===== config.mk =====
export PLATFORM = sky130hd
export DESIGN_NAME = syscall_console
export DESIGN_NICKNAME = d
export VERILOG_FILES = /design/src/rtl/syscall_pkg.sv /design/src/rtl/syscall_console_uart_tx_8n1.sv /design/src/rtl/syscall_console.sv
export SDC_FILE = /design/constraint.sdc
export NUM_CORES = 1
export LEC_CHECK = 0
export CORE_MARGIN = 1.5
export CORE_UTILIZATION = 35
export DETAILED_ROUTE_END_ITERATION = 8
export PLACE_DENSITY = 0.61
export SYNTH_ARGS = -nofsm -noshare
export SYNTH_HDL_FRONTEND = slang
export SYNTH_HIERARCHICAL = 1
export SYNTH_SLANG_ARGS = --single-unit

===== constraint.sdc =====
create_clock -name clk -period 10.4 [get_ports clk]
set_input_delay 2.08 -clock clk [delete_from_list [all_inputs] [get_ports clk]]
set_output_delay 2.08 -clock clk [all_outputs]
set_load 0.05 [all_outputs]

===== src/rtl/syscall_pkg.sv =====
// syscall_pkg: syscall codes, ASCII constants and state encodings shared by the console blocks.
package syscall_pkg;
   localparam logic [31:0] SYS_EXIT       = 32'd10;
   localparam logic [31:0] SYS_PRINT_CHAR = 32'd11;
   localparam logic [31:0] SYS_PRINT_HEX  = 32'd34;
   localparam logic [7:0]  ASCII_0        = 8'h30;
   localparam logic [7:0]  ASCII_A_LC     = 8'h61;
   localparam logic [7:0]  ASCII_NL       = 8'h0A;
   localparam logic [7:0]  ASCII_QM       = 8'h3F;
   typedef enum logic [1:0] {IDLE, HEX, NL} fmt_state_t;
   typedef enum logic [1:0] {U_IDLE, U_START, U_DATA, U_STOP} uart_state_t;
   function automatic logic [7:0] hex_ascii(input logic [3:0] n);
      return (n < 4'd10) ? ASCII_0 + {4'd0, n} : ASCII_A_LC + {4'd0, n} - 8'd10;
   endfunction
endpackage


===== src/rtl/syscall_console_uart_tx_8n1.sv =====
// uart_tx_8n1: 8N1 LSB-first serializer; ready also rises in the last STOP cycle so frames chain with no gap.
module uart_tx_8n1
   import syscall_pkg::*;
#(
   parameter int CLKS_PER_BIT = 16
) (
   input  logic       clk,
   input  logic       clr,
   input  logic       valid,
   input  logic [7:0] data,
   output logic       ready,
   output logic       txd
);
   localparam int CW = (CLKS_PER_BIT > 1) ? $clog2(CLKS_PER_BIT) : 1;
   uart_state_t r_state;
   logic [CW-1:0] r_cnt;
   logic [2:0]    r_bit;
   logic [7:0]    r_shift;
   logic          r_txd;
   logic          w_last;
   assign w_last = r_cnt == CW'(CLKS_PER_BIT - 1);
   assign ready  = (r_state == U_IDLE) | ((r_state == U_STOP) & w_last);
   assign txd    = r_txd;
   always_ff @(posedge clk) begin
      if (clr) begin
         r_state <= U_IDLE;
         r_cnt   <= '0;
         r_bit   <= '0;
         r_shift <= '0;
         r_txd   <= 1'b1;
      end else if (valid & ready) begin
         r_state <= U_START;
         r_cnt   <= '0;
         r_shift <= data;
         r_txd   <= 1'b0;
      end else begin
         case (r_state)
            U_START: begin
               r_cnt <= w_last ? '0 : r_cnt + 1'b1;
               if (w_last) begin
                  r_state <= U_DATA;
                  r_bit   <= '0;
                  r_txd   <= r_shift[0];
               end
            end
            U_DATA: begin
               r_cnt <= w_last ? '0 : r_cnt + 1'b1;
               if (w_last) begin
                  r_bit   <= r_bit + 1'b1;
                  r_shift <= r_shift >> 1;
                  r_txd   <= (r_bit == 3'd7) ? 1'b1 : r_shift[1];
                  r_state <= (r_bit == 3'd7) ? U_STOP : U_DATA;
               end
            end
            U_STOP: begin
               r_cnt <= w_last ? '0 : r_cnt + 1'b1;
               if (w_last) r_state <= U_IDLE;
            end
            default: r_txd <= 1'b1;
         endcase
      end
   end
endmodule


===== src/rtl/syscall_console.sv =====
// syscall_console: accepts CPU syscalls, formats bytes into a FIFO and streams them out over UART.
// Build with SYSCALL_CONSOLE_ERR_EN to flag unsupported codes on err and print '?' for them.
module syscall_console
   import syscall_pkg::*;
#(
   parameter int CLKS_PER_BIT = 16,
   parameter int FIFO_DEPTH   = 16
) (
   input  logic        clk,
   input  logic        clr,
   input  logic        req,
   input  logic [31:0] code,
   input  logic [31:0] arg,
   output logic        ready,
   output logic        halted,
   output logic        txd,
   output logic        tx_idle
`ifdef SYSCALL_CONSOLE_ERR_EN
   ,
   output logic        err
`endif
);
   localparam int AW = $clog2(FIFO_DEPTH);
   logic [7:0]    r_mem [FIFO_DEPTH];
   logic [AW-1:0] r_wp, r_rp;
   logic [AW:0]   r_count;
   fmt_state_t    r_state;
   logic [31:0]   r_arg;
   logic [2:0]    r_idx;
   logic          r_halted;
   logic          r_tx_busy;
   logic          w_full, w_empty, w_acc, w_bad, w_push, w_pop, w_uart_ready;
   logic [7:0]    w_din;
   assign w_full  = r_count == (AW+1)'(FIFO_DEPTH);
   assign w_empty = r_count == '0;
   assign ready   = (r_state == IDLE) & ~r_halted & ~w_full;
   assign halted  = r_halted;
   assign w_acc   = req & ready;
   assign w_pop   = ~w_empty & w_uart_ready;
   assign tx_idle = w_empty & ~r_tx_busy;
`ifdef SYSCALL_CONSOLE_ERR_EN
   logic r_err;
   assign err   = r_err;
   assign w_bad = (code != SYS_EXIT) & (code != SYS_PRINT_CHAR) & (code != SYS_PRINT_HEX);
`else
   assign w_bad = 1'b0;
`endif
   assign w_push = (w_acc & ((code == SYS_PRINT_CHAR) | w_bad)) | ((r_state != IDLE) & ~w_full);
   assign w_din  = (r_state == HEX) ? hex_ascii(r_arg[{r_idx, 2'b00} +: 4]) :
                   (r_state == NL) ? ASCII_NL :
                   (code == SYS_PRINT_CHAR) ? arg[7:0] : ASCII_QM;
   always_ff @(posedge clk) begin
      if (w_push) r_mem[r_wp] <= w_din;
   end
   always_ff @(posedge clk) begin
      if (clr) begin
         r_wp    <= '0;
         r_rp    <= '0;
         r_count <= '0;
      end else begin
         if (w_push) r_wp <= r_wp + 1'b1;
         if (w_pop) r_rp <= r_rp + 1'b1;
         r_count <= r_count + (AW+1)'(w_push) - (AW+1)'(w_pop);
      end
   end
   // Mirrors the transmitter leaving IDLE: set on every pop, cleared once it can take a byte and none is offered.
   always_ff @(posedge clk) begin
      if (clr) r_tx_busy <= 1'b0;
      else if (w_pop) r_tx_busy <= 1'b1;
      else if (w_uart_ready) r_tx_busy <= 1'b0;
   end
   always_ff @(posedge clk) begin
      if (clr) begin
         r_state  <= IDLE;
         r_arg    <= '0;
         r_idx    <= '0;
         r_halted <= 1'b0;
`ifdef SYSCALL_CONSOLE_ERR_EN
         r_err    <= 1'b0;
`endif
      end else begin
         case (r_state)
            IDLE: if (w_acc) begin
               if (code == SYS_PRINT_HEX) begin
                  r_arg   <= arg;
                  r_idx   <= 3'd7;
                  r_state <= HEX;
               end
               if (code == SYS_EXIT) r_halted <= 1'b1;
`ifdef SYSCALL_CONSOLE_ERR_EN
               if (w_bad) r_err <= 1'b1;
`endif
            end
            HEX: if (~w_full) begin
               r_idx <= r_idx - 1'b1;
               if (r_idx == 3'd0) r_state <= NL;
            end
            NL: if (~w_full) r_state <= IDLE;
            default: r_state <= IDLE;
         endcase
      end
   end
   uart_tx_8n1 #(.CLKS_PER_BIT(CLKS_PER_BIT)) u_tx (
      .clk  (clk),
      .clr  (clr),
      .valid(~w_empty),
      .data (r_mem[r_rp]),
      .ready(w_uart_ready),
      .txd  (txd)
   );
endmodule


# Word-level counts from Yosys, hierarchy flattened
# Memory sizes are Yosys's and may differ from the RTL's. A register that Yosys moved wholly into a read port is not among the register bits.
# Index checks and enable logic that the tools add are counted.
op_classes:
  eq_ne: 23
  n_div: 0
  bitwise: 15
  shifts: 1
  addsub: 10
  multipliers: 0
  mux: 38
  magnitude_cmp: 1
  n_reduce_logical: 23
op_table:
  columns: ["operator", "n"]
  rows:
  - ["== test 32 x 4 -> 1 bit, second input constant", 2]
  - ["two-way mux 8 bit", 7]
  - ["== test 32 x 6 -> 1 bit, second input constant", 1]
  - ["variable part select 32 x 6 -> 4 bit", 1]
  - ["two-way mux 2 bit", 8]
  - ["AND reduction 4 bit", 4]
  - ["two-way mux 3 bit", 5]
  - ["adder 4 x 1 -> 4 bit, second input constant", 3]
  - ["two-way mux 4 bit", 3]
  - ["case mux 2 bit (3 select lines)", 2]
  - ["case mux 3 bit (2 select lines)", 2]
  - ["nonzero test 2 bit", 6]
  - ["two-way mux 1 bit", 10]
  - ["!= test 2 x 1 -> 1 bit, second input constant", 5]
  - ["!= test 3 x 2 -> 1 bit, second input constant", 3]
  - ["AND reduction 3 bit", 3]
  - ["adder 7 x 4 -> 8 bit, first input constant", 1]
  - ["AND 1 bit", 8]
  - ["!= test 2 bit, second input constant", 4]
  - ["subtractor 8 x 4 -> 8 bit, second input constant", 1]
  - ["adder 6 x 4 -> 7 bit, first input constant", 1]
  - ["== test 2 bit, second input constant", 3]
  - ["adder 5 x 1 -> 5 bit", 1]
  - ["== test 5 bit, second input constant", 1]
  - ["19 further kinds", 26]
totals:
  out_inout_bits: 4
  input_bits: 67
  n_memories: 1
  latchBits: 0
  register_bits: 70
  mem_bits_rw: 128
  romBits: 0
  wordCells: 126
mem_list:
  columns: ["memory", "words", "word_bits", "rd", "rd_ports_with_merged_regs", "wr", "line_no", "source"]
  rows:
  - ["r_mem", 16, 8, 1, 1, 1, "syscall_console.sv:24", "logic [7:0] r_mem [FIFO_DEPTH];"]

# Longest topological paths before layout
# Gate-level depths: netlist of the first run.
logic_depth:
  word_depth: 8
  depth_mapped: 18
  depth_no_buf: 16

# Hierarchy
# Netlist of the first run, hierarchy kept.
modules_own_cells:
  columns: ["module", "seq_area_each_um2", "cells_each", "area_each_um2", "n_inst"]
  rows:
  - ["syscall_console", 4964.8, 503, 7861.3, 1]
  - ["uart_tx_8n1", 360.3, 116, 969.7, 1]

# Least setup slack after synthesis of the first run
# OpenSTA, ideal clock, no wires.
synth_path:
  path_type: "input-to-reg"
  from: "input port code[26]"
  to: "register r_count[4]"
  path_buffers: 2
  path_slack_ns: 5.559
  setup_time_ns: 0.128
  t_arrival_ns: 4.714
  t_required_ns: 10.272
  cell_stages: 15
  cell_sequence: "or4_4 -> nor4_4 -> or2_1 -> buf_6 -> buf_8 -> inv_1 -> ha_1 -> inv_1 -> ha_1 -> fa_1 -> a21oi_1 -> nor2_1 -> nor2_1 -> xnor2_1 -> nor2_1"
synth_via:
  elab_chain_cells: 5
synth_lines:
  columns: ["element", "line_no", "source"]
  rows:
  - ["start: declaration", "syscall_console.sv:12", "input logic [31:0] code,"]
  - ["== test 32 x 4 -> 1 bit", "syscall_console.sv:48", "assign w_push = (w_acc & ((code == SYS_PRINT_CHAR) | w_bad)) | ((r_state != IDLE) & ~w_full);"]
  - ["AND 1 bit", "syscall_console.sv:48", null]
  - ["OR 1 bit", "syscall_console.sv:48", null]
  - ["adder 5 x 1 -> 5 bit", "syscall_console.sv:63", "r_count <= r_count + (AW+1)'(w_push) - (AW+1)'(w_pop);"]
  - ["subtractor 5 x 1 -> 5 bit", "syscall_console.sv:63", null]
  - ["end signal: assignment", "syscall_console.sv:63", null]
  - ["end: declaration", "syscall_console.sv:26", "logic [AW:0] r_count;"]
# No other way between the ends.
# A chain may end at the register's enable or synchronous reset.

# Worst setup path in the final report of the first run
layout_path:
  from: "input port code[4]"
  to: "register r_count[4]"
# The elaborated chain is that of the path after synthesis.

==> flow_summary_export.csv, run 1 <==
group,metric,value,unit
clock_tree,hold_buffers,0,
global_route,grt_pass1_wl,29800,um
die,core_area,24500,um^2
drt,drt_pass1_iterations,4,
die,rows,57,
synth,async_flop_share,0,%
drt,wl_per_cell,18.1,um
drt,routed_via_density,5.27,
setup_path,endpoint_kind,"flip-flop",
cells_and_area,antenna_cells,0,
sta,skew,7.51,ps
placed_design,gp_congestion,0.742,
clock_tree,clkTransAtPathRegs,60,ps
clock_tree,cts_buffers,22,
pwr,p_per_area,210,nW/um^2
pwr,combPwrFrac,22.0,%
clock_tree,clkLatencyLatePin,500,ps
pwr,p_int,1.60,mW
setup_path,cp.required,10750,ps
synth,synth_cells,619,
global_route,grt_max_degree,78,
drt,num_vias,5391,
job,maxCapViolCount,0,
setup_path,arrival,5510,ps
clock_tree,cts_setup_buffers,0,
cells_and_area,areaGrowthSynthToFinish,18.9,%
die,die_y,162,um
global_route,grt_antenna_before_repair,0,
sta,rsz0062_at_grt,"no",
cells_and_area,layout.nets,773,
setup_path,reg2reg_depth,16,
sta,setup_tns,0,ps
pwr,switchingPower,0.600,mW
die,dieArea,26200,um^2
sta,fmax,194,MHz
clock_tree,cts_resized,0,
clock_tree,cts_tree,"done",
setup_path,r2r_end,"r_count[4]$_SDFF_PP0_",
clock_tree,clock_tree.buffer_depth,3,
setup_path,r2r_slack,6780,ps
pwr,vdd_drop_max,0.121,mV
pwr,p_seq_share,42.6,%
synth,avgSynthCellArea,14.3,um^2
synth,yosysWarnings,6,
sta,final-setup-viol-count,0,
setup_path,r2r_start,"r_count[3]$_SDFF_PP0_",
setup_path,worstSetupPathType,"primary input to flip-flop",
pwr,p_leak,3.44,nW
sta,fin_crit_sh,49.6,%
sta,worstMarginPinSlew,1250,ps
synth,synth_flop_cell,"edfxtp_1",
drt,routed_wl,18600,um
drt,antenna_left,0,
synth,synth_edf_count,128,
pwr,clock_power_share,35.4,%
clock_tree,cts-root-buf,"clkbuf_16",
placed_design,dpl-instance-area,9780,um^2
global_route,overflow,0,
pwr,power.share.switching,27.2,%
outcome,run_status,"finished clean",
synth,synth_cell_types,66,
min_path,holdPathStages,2,
global_route,first_global_vias,5596,
placed_design,io_buffer_count,70,
min_path,min_path_type,"flip-flop to flip-flop",
drt,drtIter0Drc,337,
clock_tree,clkSinkCount,202,
sta,hold_ws,477,ps
clock_tree,cts_max_level,1,
synth,synthesis.nets,709,
placed_design,place_hpwl,12600,um
min_path,min_to,"u_tx/r_bit[2]$_SDFFE_PP0P_",
setup_path,path_max_fanout,18,
sta,slew_headroom,16.6,%
synth,ys_ff_latch,202,
die,io_pins,71,
sta,final_hold_viol_count,0,
global_route,grt_util_all_layers,14.4,%
synth,seq_area_frac_synth,60.3,%
setup_path,critPathLaunchType,"primary input",
die,die_w,162,um
min_path,min_from,"u_tx/r_bit[2]$_SDFFE_PP0P_",
sta,min_period,5160,ps
synth,syn_area,8830,um^2
die,initial_core_util,36.0,%
cells_and_area,drive_gt1_share,15.6,%
cells_and_area,postLayoutCellArea,10500,um^2
sta,slew_viol_final,0,
drt,drc,0,
## synthesized netlist by cell type (7+ instances only)
cell type,n,area share (%)
buf_2,9,0.51
dfxtp_1,74,17
clkbuf_1,13,0.55
nor2_1,69,2.9
nand2_1,21,0.89
and3_1,8,0.57
and3_2,9,0.77
nand3_1,12,0.68
ha_1,22,3.1
o21ai_0,11,0.62
mux4_2,48,12
inv_1,19,0.81
nor2b_1,9,0.64
a311oi_1,7,0.69
mux2i_1,36,4.1
a21oi_1,15,0.85
nor3_1,15,0.85
edfxtp_1,128,44
## worst max-delay path by stage
stage                            endpoint  slack (ps)      from  cells after the start
floorplan           r_count[4]$_SDFF_PP0_        5560  code[26]                     15
global placement    r_count[4]$_SDFF_PP0_        4850   code[9]                     15
detailed placement  r_count[4]$_SDFF_PP0_        4730   code[4]                     15
CTS                 r_count[4]$_SDFF_PP0_        5250   code[4]                     15
global route        r_count[4]$_SDFF_PP0_        4850  code[22]                     15
finish              r_count[4]$_SDFF_PP0_        5240   code[4]                     15
## final cells by class
cell class	count	area, um^2
Fill cell	2238	14000
Inverter	19	71.3
Multi-Input combinational cell	364	3250
Tap cell	324	405
Timing Repair Buffer	74	726
Clock buffer	32	609
Sequential cell	202	5330
Clock inverter	8	115
## state kept, by name, summed over array words and instances, names as in the netlist, 2 cells and up, named ones only
name,count
r_idx,3
r_arg,32
r_mem,128
u_tx/r_bit,3
r_wp,4
r_rp,4
r_state,2
u_tx/r_state,2
u_tx/r_shift,8
r_count,5
u_tx/r_cnt,4
## cells in the final DEF (no fill, tap or decap), types with 11 or more instances in the layout
cell type,count
clkbuf_16,23
a21oi_1,15
mux2i_1,36
nor3_1,15
nand2_1,21
clkdlybuf4s50_1,69
edfxtp_1,128
o21ai_0,11
inv_1,19
nor2_1,69
mux4_2,48
nand3_1,12
dfxtp_1,72
ha_1,22
## stage by stage
step                      util (%)  setup WS (ps)  instances  power, mW
after global placement        39.8           4850        983       1.42
after detailed placement      39.8           4730        983       1.44
after global routing          42.8           4850       1023       2.31
after floorplan                  -           5560        619       1.31
final                         42.8           5240       1023       2.20
after CTS                     42.8           5250       1023       2.22
## worst max-delay path, stage by stage
cell and delay [ps]:
clkdlybuf4s50_1 430, nor4_2 310, nand4_1 200, nor4_4 490, or2_1 430, inv_1 130, ha_1 300, inv_1 40
ha_1 190, fa_1 410, a21oi_1 160, nor2_1 50, nor2_1 110, xnor2_1 120, nor2_1 50
## logic make-up (layout without fill, tap and decap cells)
family	count (synthesis)	in the layout	share of synthesized area, %
simple gates	186	186	11.2
flops	202	202	60.3
buf+inv	53	133	3.02
compound gates	59	59	4.55
mux	86	86	16.6
xor+xnor	10	10	0.992
fa+ha+maj	23	23	3.34
## power by group through the flow
stage | combinational, mW | clock (mW) | sequential [mW]
finish | 0.483 | 0.779 | 0.938
global route | 0.536 | 0.826 | 0.945
CTS | 0.491 | 0.794 | 0.939
detailed placement | 0.487 | 0 | 0.956
global placement | 0.471 | 0 | 0.953
floorplan | 0.384 | 0 | 0.926
## layer usage
metal / part of all wire, % / global-route usage [%]
met5: 0 / 0
met4: 2.4 / 4.21
met3: 4.8 / 2.81
met2: 50 / 25.6
met1: 43 / 17.9
Power figures use the tool's default switching activity.
==> run 2: changes to the inputs <==
==> constraint.sdc (replaced) <==
create_clock -name clk -period 5.1 [get_ports clk]
set_input_delay 1.02 -clock clk [delete_from_list [all_inputs] [get_ports clk]]
set_output_delay 1.02 -clock clk [all_outputs]
set_load 0.05 [all_outputs]
==> run 2 against run 1 <==
Clock-buffer cell count down 6; wire length grew 0.55%; non-clock buffer count increased by 1; worst setup slack lost 3900 ps.
==> flow_summary_export.csv, run 2 (synthesized netlist as in run 1, its figures left out) <==
group,metric,value,unit
die,io_pins,71,
global_route,grt_pass1_wl,30000,um
pwr,p_per_area,435,nW/um^2
drt,drc,0,
cells_and_area,largest_register,"r_mem",
cells_and_area,antenna_cells,0,
cells_and_area,largest_reg_flops,128,
placed_design,gp_congestion,0.750,
sta,slew_headroom,20.5,%
die,core_area,24500,um^2
pwr,p_int,3.32,mW
drt,antenna_left,0,
pwr,clock_power_share,36.2,%
sta,slew_viol_final,0,
clock_tree,clkTransAtPathRegs,60,ps
cells_and_area,reg.largest.list,"r_mem: 128 flops, r_arg: 32 flops, u_tx/r_shift: 8 flops",
sta,skew,11.9,ps
job,maxCapViolCount,0,
clock_tree,clkSinkCount,202,
setup_path,endpoint_kind,"flip-flop",
die,rows,57,
global_route,first_global_vias,5671,
setup_path,r2r_start,"r_count[2]$_SDFF_PP0_",
die,die_y,162,um
setup_path,reg2reg_depth,16,
clock_tree,hold_buffers,0,
pwr,vdd_drop_max,0.260,mV
setup_path,r2r_slack,1790,ps
sta,fmax,264,MHz
min_path,min_from,"u_tx/r_shift[7]$_SDFFE_PP0P_",
sta,final_hold_viol_count,0,
min_path,holdPathStages,2,
clock_tree,clock_tree.buffer_depth,3,
die,initial_core_util,36.0,%
setup_path,worstSetupPathType,"primary input to flip-flop",
die,dieArea,26200,um^2
pwr,power.share.switching,27.5,%
min_path,min_to,"u_tx/r_shift[7]$_SDFFE_PP0P_",
cells_and_area,areaGrowthSynthToFinish,19.3,%
drt,num_vias,5398,
cells_and_area,drive_gt1_share,16.3,%
clock_tree,cts_resized,0,
drt,drtIter0Drc,344,
drt,wl_per_cell,18.2,um
sta,rsz0062_at_grt,"no",
sta,setup_tns,0,ps
placed_design,pre_cts_ws,763,ps
pwr,combPwrFrac,21.3,%
sta,final-setup-viol-count,0,
drt,drt_pass1_iterations,5,
clock_tree,clkLatencyLatePin,500,ps
drt,routed_wl,18700,um
sta,fin_crit_sh,74.3,%
sta,hold_ws,478,ps
setup_path,cp.required,5480,ps
pwr,p_leak,3.50,nW
global_route,grt_antenna_before_repair,0,
clock_tree,cts_tree,"done",
sta,min_period,3790,ps
cells_and_area,final_common_cell,"edfxtp_1",
cells_and_area,layout_common_cells,"edfxtp_1, dfxtp_1, nor2_1, clkdlybuf4s50_1, mux4_2",
drt,routed_via_density,5.27,
clock_tree,cts-root-buf,"clkbuf_16",
setup_path,r2r_end,"r_count[4]$_SDFF_PP0_",
clock_tree,cts_setup_buffers,0,
cells_and_area,layout.nets,774,
setup_path,critPathLaunchType,"primary input",
placed_design,io_buffer_count,70,
clock_tree,cts_max_level,1,
sta,setup_slack,1310,ps
pwr,p_seq_share,42.5,%
die,die_w,162,um
setup_path,path_max_fanout,8,
outcome,run_status,"finished clean",
global_route,overflow,0,
placed_design,place_hpwl,12800,um
global_route,grt_util_all_layers,14.5,%
min_path,min_path_type,"flip-flop to flip-flop",
pwr,switchingPower,1.26,mW
global_route,grt_max_degree,45,
cells_and_area,postLayoutCellArea,10500,um^2
setup_path,arrival,4160,ps
sta,worstMarginPinSlew,1190,ps
clock_tree,cts_buffers,22,
placed_design,dpl-instance-area,9780,um^2
-- run 2: changes by cell type in the layout (fill, tap and decap cells not counted) --
cell	delta
buf_4	+1
bufinv_16	+1
clkbuf_1	-6
clkinv_1	+2
clkinv_2	+4
clkinvlp_4	-1
-- run 2: layout make-up --
type                       instances  area [um^2]
clock buffer                      26          587
inverter                          19         71.3
timing repair buffer              75          733
multi-input combinational        364         3250
sequential                       202         5330
fill                            2227        14000
tap                              324          405
clock inverter                    14          165
-- run 2: worst max-delay path by stage --
stage                     cells after the start  slack, ps                     to  startpoint
after floorplan                              15       1320  r_count[4]$_SDFF_PP0_    code[26]
after detailed placement                     15        760  r_count[4]$_SDFF_PP0_     code[4]
after global placement                       15        850  r_count[4]$_SDFF_PP0_     code[9]
final                                        14       1310  r_count[4]$_SDFF_PP0_    code[26]
after global routing                         15       1060  r_count[4]$_SDFF_PP0_     code[9]
after CTS                                    15       1300  r_count[4]$_SDFF_PP0_     code[4]
-- run 2: metrics by stage --
step	power, mW	cells	util (%)
6_report	4.58	1024	42.9
5_1_grt	4.78	1024	42.9
4_1_cts	4.62	1024	42.9
3_5_place_dp	2.97	984	39.9
3_3_place_gp	2.92	984	39.9
2_1_floorplan	2.69	619	-
-- run 2: per-layer routing --
| layer | share of wire, % | GRT usage, % | up-vias | wire [um] |
|---|---|---|---|---|
| met1 | 43 | 18.8 | 2720 | 8040 |
| li1 | - | - | 2492 | - |
| met2 | 49 | 24.9 | 154 | 9140 |
| met3 | 5.9 | 2.63 | 32 | 1100 |
| met4 | 2.1 | 4.13 | 0 | 395 |
| met5 | 0 | 0 | - | 0 |
-- run 2: power by group through the flow --
stage	clock network (mW)	logic [mW]	registers (mW)
after global placement	0	0.944	1.98
after floorplan	0	0.801	1.89
final	1.66	0.977	1.95
after detailed placement	0	0.983	1.99
after CTS	1.68	0.987	1.95
after global routing	1.74	1.07	1.97
-- run 2: critical path, stage by stage --
cell and delay (ps):
clkdlybuf4s50_1 430, or4_4 570, nor4_4 440, or2_1 200, inv_1 60, ha_1 270, inv_1 40, ha_1 200
fa_1 410, a21oi_1 180, nor2_1 60, nor2_1 110, xnor2_1 130, nor2_1 60
==> run 3: changes to the inputs <==
==> constraint.sdc (replaced) <==
create_clock -name clk -period 3.66 [get_ports clk]
set_input_delay 0.732 -clock clk [delete_from_list [all_inputs] [get_ports clk]]
set_output_delay 0.732 -clock clk [all_outputs]
set_load 0.05 [all_outputs]
==> run 3 against run 2 <==
Clock skew is 1.2 ps lower; worst setup slack worse by 1100 ps; via count is 0.56% lower; flip-flop and latch count stayed put; wire length is 0.26% lower; utilization is 0.21 points higher; clock-buffer cell count is 6 higher; clock power is 27% higher; sequential power is 35% higher; register-to-register slack worse by 1400 ps; sequential share of layout area is 0.26 points lower; total power is 36% higher; largest power group unchanged; highest routed layer unchanged.
==> flow_summary_export.csv, run 3 (synthesized netlist as in run 1, its figures left out) <==
group,metric,value,unit
clock_tree,cts_setup_buffers,0,
setup_path,critPathLaunchType,"flip-flop",
die,die_w,162,um
placed_design,dp.cells,997,
drt,drtIter0Drc,306,
setup_path,worstSetupPathType,"flip-flop to primary output",
clock_tree,hold_buffers,0,
cells_and_area,areaGrowthSynthToFinish,19.9,%
drt,wl_per_cell,18.0,um
drt,drc,0,
pwr,power,6.21,mW
cells_and_area,layout.nets,787,
placed_design,place_hpwl,12800,um
setup_path,r2r_slack,420,ps
sta,slew_viol_final,0,
die,initial_core_util,36.0,%
die,io_pins,71,
clock_tree,clkTransAtPathRegs,60,ps
setup_path,arrival,2720,ps
setup_path,cp.required,2930,ps
pwr,p_leak,3.53,nW
drt,drt_pass1_iterations,5,
sta,setup_tns,0,ps
die,dieArea,26200,um^2
clock_tree,cts_buffers,22,
min_path,min_path_type,"flip-flop to flip-flop",
pwr,p_per_area,587,nW/um^2
clock_tree,clock_tree.buffer_depth,3,
cells_and_area,final_common_cell,"edfxtp_1",
sta,slew_headroom,14.6,%
global_route,grt_antenna_before_repair,0,
pwr,vdd_drop_max,0.342,mV
global_route,grt_pass1_wl,30100,um
global_route,overflow,0,
cells_and_area,antenna_cells,0,
sta,min_period,3450,ps
pwr,p_int,4.49,mW
drt,num_vias,5368,
clock_tree,clkLatencyLatePin,500,ps
cells_and_area,layout_common_cells,"edfxtp_1, dfxtp_1, nor2_1, clkdlybuf4s50_1, mux4_2",
placed_design,gp_congestion,0.740,
global_route,grt_max_degree,48,
die,core_area,24500,um^2
sta,final-setup-viol-count,0,
cells_and_area,largest_register,"r_mem",
clock_tree,cts_max_level,1,
setup_path,endpoint_kind,"primary output",
die,die_y,162,um
sta,fmax,290,MHz
sta,skew,10.6,ps
sta,fin_crit_sh,94.4,%
cells_and_area,stdcell_count,1035,
setup_path,path_max_fanout,4,
clock_tree,cts_tree,"done",
placed_design,io_buffer_count,70,
pwr,clock_power_share,33.9,%
sta,final_hold_viol_count,0,
pwr,power.share.switching,27.7,%
drt,antenna_left,0,
global_route,grt_util_all_layers,14.6,%
drt,routed_wl,18600,um
cells_and_area,drive_gt1_share,17.3,%
job,maxCapViolCount,0,
outcome,run_status,"finished clean",
pwr,combPwrFrac,23.8,%
global_route,first_global_vias,5570,
cells_and_area,largest_reg_flops,128,
sta,hold_ws,470,ps
drt,routed_via_density,5.19,
clock_tree,clkSinkCount,202,
clock_tree,cts_resized,0,
die,rows,57,
pwr,p_seq_share,42.3,%
cells_and_area,reg.largest.list,"r_mem: 128 flops, r_arg: 32 flops, u_tx/r_shift: 8 flops",
sta,worstMarginPinSlew,1280,ps
sta,rsz0062_at_grt,"no",
pwr,switchingPower,1.72,mW
clock_tree,cts-root-buf,"clkbuf_16",
cells_and_area,fin_util,43.2,%
run 3: cell count changes in the layout (fill, tap and decap cells not counted):
cell       delta
buf_12        +2
clkbuf_1      +4
clkinv_1      -3
bufinv_16     -3
dfxtp_1       +1
buf_4        +11
clkbuf_8      +2
dfxtp_2       -1
clkinv_2      -2
run 3: per-stage QoR:
step	area, um^2	setup WS [ps]
after floorplan	8830	167
after global placement	9900	-135
after detailed placement	9900	-183
after CTS	10600	156
after global routing	10600	85.2
final	10600	206
run 3: power by group through the flow:
stage                     registers (mW)  logic (mW)  clock network (mW)
after CTS                           2.63        1.50                2.15
after global routing                2.65        1.64                2.24
after detailed placement            2.67        1.49                   0
final                               2.63        1.48                2.11
after global placement              2.67        1.45                   0
after floorplan                     2.63        1.12                   0
run 3: cell type report:
cell class              instances  area (um^2)
fillers                      2237        13900
flip-flops and latches        202         5330
multi-input cells             364         3250
repair buffers                 88          856
clock buffers                  32          629
well taps                     324          405
inverters                      19         71.3
clock inverters                 6         53.8
run 3: layer usage:
layer	GRT usage [%]	routed length (um)	up-vias
met3	2.81	1010	28
met4	3.38	279	0
li1	-	-	2518
met2	25.0	9130	158
met1	19.1	8210	2664
met5	0	0	-
run 3: final timing paths:
check	start	end	cells past startpoint
worst min-delay path	u_tx/r_bit[2]$_SDFFE_PP0P_	u_tx/r_bit[2]$_SDFFE_PP0P_	2
worst max-delay path	r_count[3]$_SDFF_PP0_	tx_idle	5
worst min register to register	u_tx/r_bit[2]$_SDFFE_PP0P_	u_tx/r_bit[2]$_SDFFE_PP0P_	2
worst max register to register	r_idx[0]$_SDFFE_PP0P_	r_mem[1][2]$_DFFE_PP_	5
run 3: worst max-delay path: stages (launching register included):
cell and delay [ps]:
dfxtp_1 310, inv_1 80, ha_1 180, or4b_2 680
nor2_1 150, clkdlybuf4s50_1 820
